<file path="src/rtl/relu_backprop_neuron.sv">
// relu_backprop_neuron: streams N (w, delta) Q16.16 pairs, sums the products with
// wrap-around, then gates the sum with the forward-pass ReLU derivative.
// Latency: out_valid rises in the second cycle after the last accepted beat.
// Backpressure: in_ready depends on state only; grad is held in DONE until out_ready.
//
// Ports:
//   clk, rst           clock, asynchronous active-high reset
//   start, d           begin a gradient (IDLE only), ReLU derivative latched with start
//   in_valid/in_ready  w/delta beat handshake (accepted when both high on an edge)
//   w, delta           signed Q16.16 weight and downstream gradient
//   out_valid/out_ready result handshake; grad is 0 whenever out_valid is low
//   busy               high in every state except IDLE
module relu_backprop_neuron #(
    parameter int N = 8
) (
    input  logic        clk,
    input  logic        rst,
    input  logic        start,
    input  logic        d,
    input  logic        in_valid,
    output logic        in_ready,
    input  logic [31:0] w,
    input  logic [31:0] delta,
    output logic        out_valid,
    input  logic        out_ready,
    output logic [31:0] grad,
    output logic        busy
);

    // One extra count value so the counter can reach N without wrapping.
    localparam int CNT_W = $clog2(N + 1);
    localparam logic [CNT_W-1:0] LAST_BEAT = CNT_W'(N - 1);
    localparam logic [CNT_W-1:0] CNT_ONE   = CNT_W'(1);

    typedef enum logic [1:0] {
        S_IDLE  = 2'd0,
        S_ACCUM = 2'd1,
        S_DRAIN = 2'd2,
        S_DONE  = 2'd3
    } state_t;

    state_t                r_state;
    state_t                w_state_nxt;

    logic                  r_d_lat;
    logic [CNT_W-1:0]      r_cnt;
    logic signed [31:0]    r_prod;
    logic                  r_prod_v;
    logic signed [31:0]    r_acc;

    logic                  w_beat;
    logic                  w_start_acc;
    logic signed [47:0]    w_w48;
    logic signed [47:0]    w_d48;
    logic signed [47:0]    w_full;
    logic signed [31:0]    w_prod;

    // ------------------------------------------------------------------
    // Handshake qualifiers
    // ------------------------------------------------------------------
    assign w_beat      = (r_state == S_ACCUM) && in_valid;
    assign w_start_acc = (r_state == S_IDLE) && start;

    // ------------------------------------------------------------------
    // Q16.16 product. Only bits [47:16] of the full 64-bit product are kept,
    // and the low 48 bits of a signed product do not depend on the upper
    // operand bits beyond sign extension, so a 48-bit multiply suffices.
    // The arithmetic shift discards the fraction, i.e. rounds toward -inf.
    // ------------------------------------------------------------------
    assign w_w48  = {{16{w[31]}}, w};
    assign w_d48  = {{16{delta[31]}}, delta};
    assign w_full = w_w48 * w_d48;
    assign w_prod = 32'(w_full >>> 16);

    // ------------------------------------------------------------------
    // FSM state register
    // ------------------------------------------------------------------
    always_ff @(posedge clk or posedge rst) begin
        if (rst) begin
            r_state <= S_IDLE;
        end else begin
            r_state <= w_state_nxt;
        end
    end

    // ------------------------------------------------------------------
    // FSM next state
    // ------------------------------------------------------------------
    always_comb begin
        w_state_nxt = r_state;
        case (r_state)
            S_IDLE: begin
                if (start) begin
                    w_state_nxt = S_ACCUM;
                end
            end
            S_ACCUM: begin
                if (w_beat && (r_cnt == LAST_BEAT)) begin
                    w_state_nxt = S_DRAIN;
                end
            end
            S_DRAIN: begin
                // Single cycle: the last registered product lands in acc here.
                w_state_nxt = S_DONE;
            end
            S_DONE: begin
                if (out_ready) begin
                    w_state_nxt = S_IDLE;
                end
            end
            default: begin
                w_state_nxt = S_IDLE;
            end
        endcase
    end

    // ------------------------------------------------------------------
    // Product register stage
    // ------------------------------------------------------------------
    always_ff @(posedge clk or posedge rst) begin
        if (rst) begin
            r_prod   <= '0;
            r_prod_v <= 1'b0;
        end else begin
            r_prod_v <= w_beat;
            if (w_beat) begin
                r_prod <= w_prod;
            end
        end
    end

    // ------------------------------------------------------------------
    // Accumulator, beat counter and derivative latch.
    // An accepted start clears acc; prod_v is always 0 in IDLE, so no
    // stale product can collide with the clear.
    // ------------------------------------------------------------------
    always_ff @(posedge clk or posedge rst) begin
        if (rst) begin
            r_acc   <= '0;
            r_cnt   <= '0;
            r_d_lat <= 1'b0;
        end else if (w_start_acc) begin
            r_acc   <= '0;
            r_cnt   <= '0;
            r_d_lat <= d;
        end else begin
            if (r_prod_v) begin
                r_acc <= r_acc + r_prod;   // 32-bit wrap-around, no saturation
            end
            if (w_beat) begin
                r_cnt <= r_cnt + CNT_ONE;
            end
        end
    end

    // ------------------------------------------------------------------
    // Outputs: all decoded from state only
    // ------------------------------------------------------------------
    assign in_ready  = (r_state == S_ACCUM);
    assign out_valid = (r_state == S_DONE);
    assign busy      = (r_state != S_IDLE);
    assign grad      = (out_valid && r_d_lat) ? r_acc : 32'd0;

endmodule

</file>
<file path="config.mk">
export PLATFORM = sky130hd
export DESIGN_NAME = relu_backprop_neuron
export DESIGN_NICKNAME = d
export VERILOG_FILES = /design/src/rtl/relu_backprop_neuron.sv
export SDC_FILE = /design/constraint.sdc
export NUM_CORES = 2
export LEC_CHECK = 0
export ABC_CLOCK_PERIOD_IN_PS = 3800
export BUFFER_PORTS_ARGS = -buffer_cell sky130_fd_sc_hd__buf_2
export CAP_MARGIN = 20
export CORE_MARGIN = 2
export CORE_UTILIZATION = 44
export CTS_CLUSTER_DIAMETER = 80
export DETAILED_ROUTE_END_ITERATION = 6
export SYNTH_ARGS = -nofsm -noshare
export SYNTH_HDL_FRONTEND = slang
export SYNTH_SLANG_ARGS = --single-unit
</file>
<file path="constraint.sdc">
create_clock -name clk -period 3.8 [get_ports clk]
set_clock_uncertainty 0.15 [all_clocks]
set_input_delay 1.14 -clock clk [delete_from_list [all_inputs] [get_ports clk]]
set_output_delay 1.14 -clock clk [all_outputs]
set_load 0.02 [all_outputs]
</file>
Word-level counts from Yosys, hierarchy flattened
Index checks and enable logic that the tools add are counted.

storage, ports and cells
  input bits = 70
  output and inout bits = 35
  flip-flop bits (word level) = 72
  word-level logic and storage cells = 34

cells by class
  reductions and logical operators = 9
  multiply operators = 1
  multiplexer cells = 9
  equality and inequality tests = 7
  add/subtract/negate cells = 2

operator list
  kind                                                  count
  two-way mux 32 bit                                    3
  multiplier 32 x 32 -> 48 bit                          1
  adder 32 bit                                          1
  two-way mux 4 bit                                     2
  case mux 2 bit (4 select lines)                       1
  two-way mux 2 bit                                     3
  nonzero test 2 bit                                    3
  adder 4 x 1 -> 4 bit (second input constant)          1
  equality test 2 bit (second input constant)           2
  equality test 4 x 3 -> 1 bit (second input constant)  1
  logical AND 1 bit                                     4
  != test 2 x 1 -> 1 bit (second input constant)        2
  AND reduction 3 bit                                   1
  equality test 2 x 1 -> 1 bit (second input constant)  1
  logical NOT 2 bit                                     1
  != test 2 bit (second input constant)                 1

Longest topological paths before layout
  word-level depth = 5
  depth in mapped cells = 28

Worst setup path after synthesis
No wires, ideal clock.

  path type = in2reg
  start point = input port w[19]
  end point = register r_prod[25]
  required time = 3.519 ns
  setup slack = -4.395 ns
  data arrival time = 7.913 ns
  stages on the path = 24
  cells stage by stage = clkbuf_1 -> clkbuf_1 -> and2_1 -> fa_1 -> fa_1 -> inv_1 -> fa_1 -> fa_1 -> inv_1 -> fa_1 -> fa_1 -> fa_1 -> fa_1 -> ha_1 -> clkbuf_1 -> and3_1 -> nand3_1 -> o21ba_2 -> or3b_4 -> o21ai_2 -> o21ai_2 -> a21o_1 -> and4_1 -> or3_1

between the ends
  cells in the longest elaborated chain, start to end = 1

RTL lines
  what                          RTL line  RTL
  start: declaration            22        input logic [31:0] w,
  multiplier 32 x 32 -> 48 bit  72        assign w_full = w_w48 * w_d48;
  end signal: assignment        127       r_prod <= w_prod;
  end: declaration              47        logic signed [31:0] r_prod;

Every way passes these cells.
A chain may end at the register's enable or synchronous reset.

Final worst setup path
  start point = input port w[7]
  end point = register r_prod[25]

Same word-level chain as after synthesis.

==> reports/metrics.yaml <==
slew_violations: 0
viasPerCell: 5.025
finalCritPeriodShare: 2.043
gp_congestion: 0.9211
synthMuxAreaShare: 0.005841
yosys.area_share.simple: 0.1718
synth_edf_count: 0
async_reset_ff_frac: 1.000
synth_top_cell_area_share: 0.5092
synth_area_leaders: "fa_1 (51%), inv_1 (9.0%), and2_1 (8.4%), ha_1 (7.6%), nand2_1 (5.9%)"
netlist-cell-type-count: 60
n_antenna_cell: 0
wl_per_cell_um: 18.45
yosys_register_bits: 72
synthesis.area_mm2: 0.03299
r2r_setup_slack_ps: 300
syn_nets: 4688
first_iter_violations: 1304
core-area_mm2: 0.07432
dp_hpwl_um: 77440
syn2layout_area_growth_pct: 18.48
die_w_um: 277.8
clk_path_buf_depth: 2
cts_tree: "yes"
rr_startpoint: "r_prod[0]$_DFFE_PP0P_"
fin_crit_ps: 7762
clk_latency_ps: 330
clkTransAtPathRegs_ps: 60
synth_area_per_cell_um2: 9.217
endpoint_kind: "flip-flop"
synth_top_family_by_area: "adder cells"
io_buffers: 104
nFillCells: 6897
relSlewSlack: 0.3686
rsz0062_at_grt: "yes"
synth_ff_type: "dfrtp_1"
rows: 100
worst_ep_arrival_time_ps: 7820
pin_count: 105
start_kind: "input pin"
timing.hold.ws_ps: 345.1
cp.required_ps: 3860
hold_buffers: 0
track_usage: 0.2464
clock.fmax_ghz: 0.1288
first_pass_iters: 5
fin_ws_ps: -3962
vias: 24410
worstSetupEndpoint: "r_prod[25]$_DFFE_PP0P_"
r2r-end: "r_acc[30]$_DFFE_PP0P_"
grt_max_degree: 42
ys_warn_count: 0
grt_pass1_vias: 27550
die-area_mm2: 0.07718
rr_worst_depth: 14
max-cap-violations: 0
grt_pass1_wl_um: 148400
initial_core_util: 0.4438
netlist_instances: 3579
cts_max_level: 3
synth-adder-area-share: 0.5850
antenna_found_initial: 1
drive_gt1_frac: 0.1836
critPathKind: "input pin to flip-flop"
drc: 0
holdCritStartpoint: "r_prod[24]$_DFFE_PP0P_"
cts.sinks: 72
synth_compound_area_frac: 0.04624
hold_viol_final: 0
netlist.top_cell.by_area: "fa_1"
setup_viol: 32
die_y_um: 277.8
routed_wl_um: 89610
ant_nets: 0
cts_buffers: 9
hp-class: "flip-flop to flip-flop"
violations: "negative setup slack"
crit_start: "w[7]"
crit_fanout: 4
yosys.area_share.xor_xnor: 0.02496
cts-root-buf: "clkbuf_16"
tightest_slew_ps: 947.1
outcome: "finished with violations"
ys_seq_area_frac: 0.05462
gr-total-overflow: 0
nets: 4993
-- cell families after synthesis --
| family | count (synthesis) |
|---|---|
| and+or+nand+nor | 1134 |
| adders and majority gates | 1039 |
| buffers and inverters | 980 |
| AOI/OAI and AO/OA | 241 |
| xor gates and xnor gates | 94 |
| DFF | 72 |
| muxes | 19 |
-- synth_stat cells (18+ instances only) --
cell type and n:
fa_1 839, inv_1 789, nand2_1 515, and2_1 445
ha_1 200, clkbuf_1 188, a21oi_1 72, dfrtp_1 72
xnor2_1 68, o21ai_0 61, nor2_1 53, and3_1 40
a21o_1 31, xor2_1 26, nor2b_1 18
-- worst max-delay path, cell delays in order --
cell     delay, ps
buf_16         130
buf_6          120
and2_4         150
fa_1           470
inv_1           50
fa_1           470
inv_1           50
fa_1           480
inv_2           40
fa_1           520
inv_2           50
fa_1           530
fa_1           580
fa_1           470
fa_1           600
ha_4           210
and3_4         160
nand3_4         60
o21ba_4        160
or3b_4         450
o21ai_4        180
o21ai_2         70
a21o_1         220
and4_1         170
or3_1          290
-- metrics by stage --
stage	setup TNS, ps	setup WS (ps)	std cells	cell area [um^2]	util
finish	-113400	-3962	4857	39080	0.5259
detailed placement	-135610	-4685	4801	37050	0.4986
CTS	-115160	-3980	4856	38640	0.5199
global route	-120130	-4145	4857	39080	0.5259
floorplan	-109150	-4045	3579	33700	-
global placement	-134530	-4637	4801	37050	0.4986
-- repair_timing --
item / 4_1_cts / 5_1_grt
resized for setup: 250 / 104
gates cloned: 1 / 2
pin swaps: 107 / 97
setup buffers: 43 / 14
setup endpoints to repair: 32 / 32
-- cell type report --
class,instances,area (um^2),share of cell area
clock inverters,3,17.52,0.0004482
flip-flops and latches,72,1802,0.04610
repair buffers,483,4287,0.1097
inverters,791,2969,0.07597
multi-input cells,2527,28540,0.7302
well taps,969,1212,0.03102
clock buffers,12,256.5,0.006563
-- placed cells by master, fill, tap and decap left out, types with 26 or more instances in the layout --
master   instances
fa_2            35
nand2_1        498
ha_4            31
nor2_1          50
a21oi_1         55
and3_1          39
buf_12          26
fa_1           804
a21o_1          31
xnor2_1         59
and2_1         423
buf_2           60
buf_4          309
inv_1          756
buf_6           66
o21ai_1         31
dfrtp_1         72
inv_2           34
ha_1           168
-- state kept, by name, indices dropped and copies added, names as in the netlist --
signal and flops:
r_cnt 4, r_d_lat 1, r_prod 32, r_acc 32, r_prod_v 1, r_state 2
-- worst min-delay path by stage --
stage | to | slack (ps) | cells after the start
3_5_place_dp | r_prod[20]$_DFFE_PP0P_ | 330 | 2
6_report | r_prod[24]$_DFFE_PP0P_ | 350 | 2
3_3_place_gp | r_prod[7]$_DFFE_PP0P_ | 330 | 2
5_1_grt | r_prod[22]$_DFFE_PP0P_ | 380 | 2
4_1_cts | r_prod[20]$_DFFE_PP0P_ | 350 | 2
2_1_floorplan | r_prod[22]$_DFFE_PP0P_ | 310 | 2
-- routing by layer --
| metal | wire (um) | track usage |
|---|---|---|
| met5 | 0 | 0 |
| met4 | 3528 | 0.08247 |
| met3 | 4010 | 0.02695 |
| met2 | 45720 | 0.4447 |
| met1 | 36360 | 0.3071 |
Power is left out: the tool's default activity adds up to more than one toggle a clock period on the data nets, which glitch-free logic cannot reach.
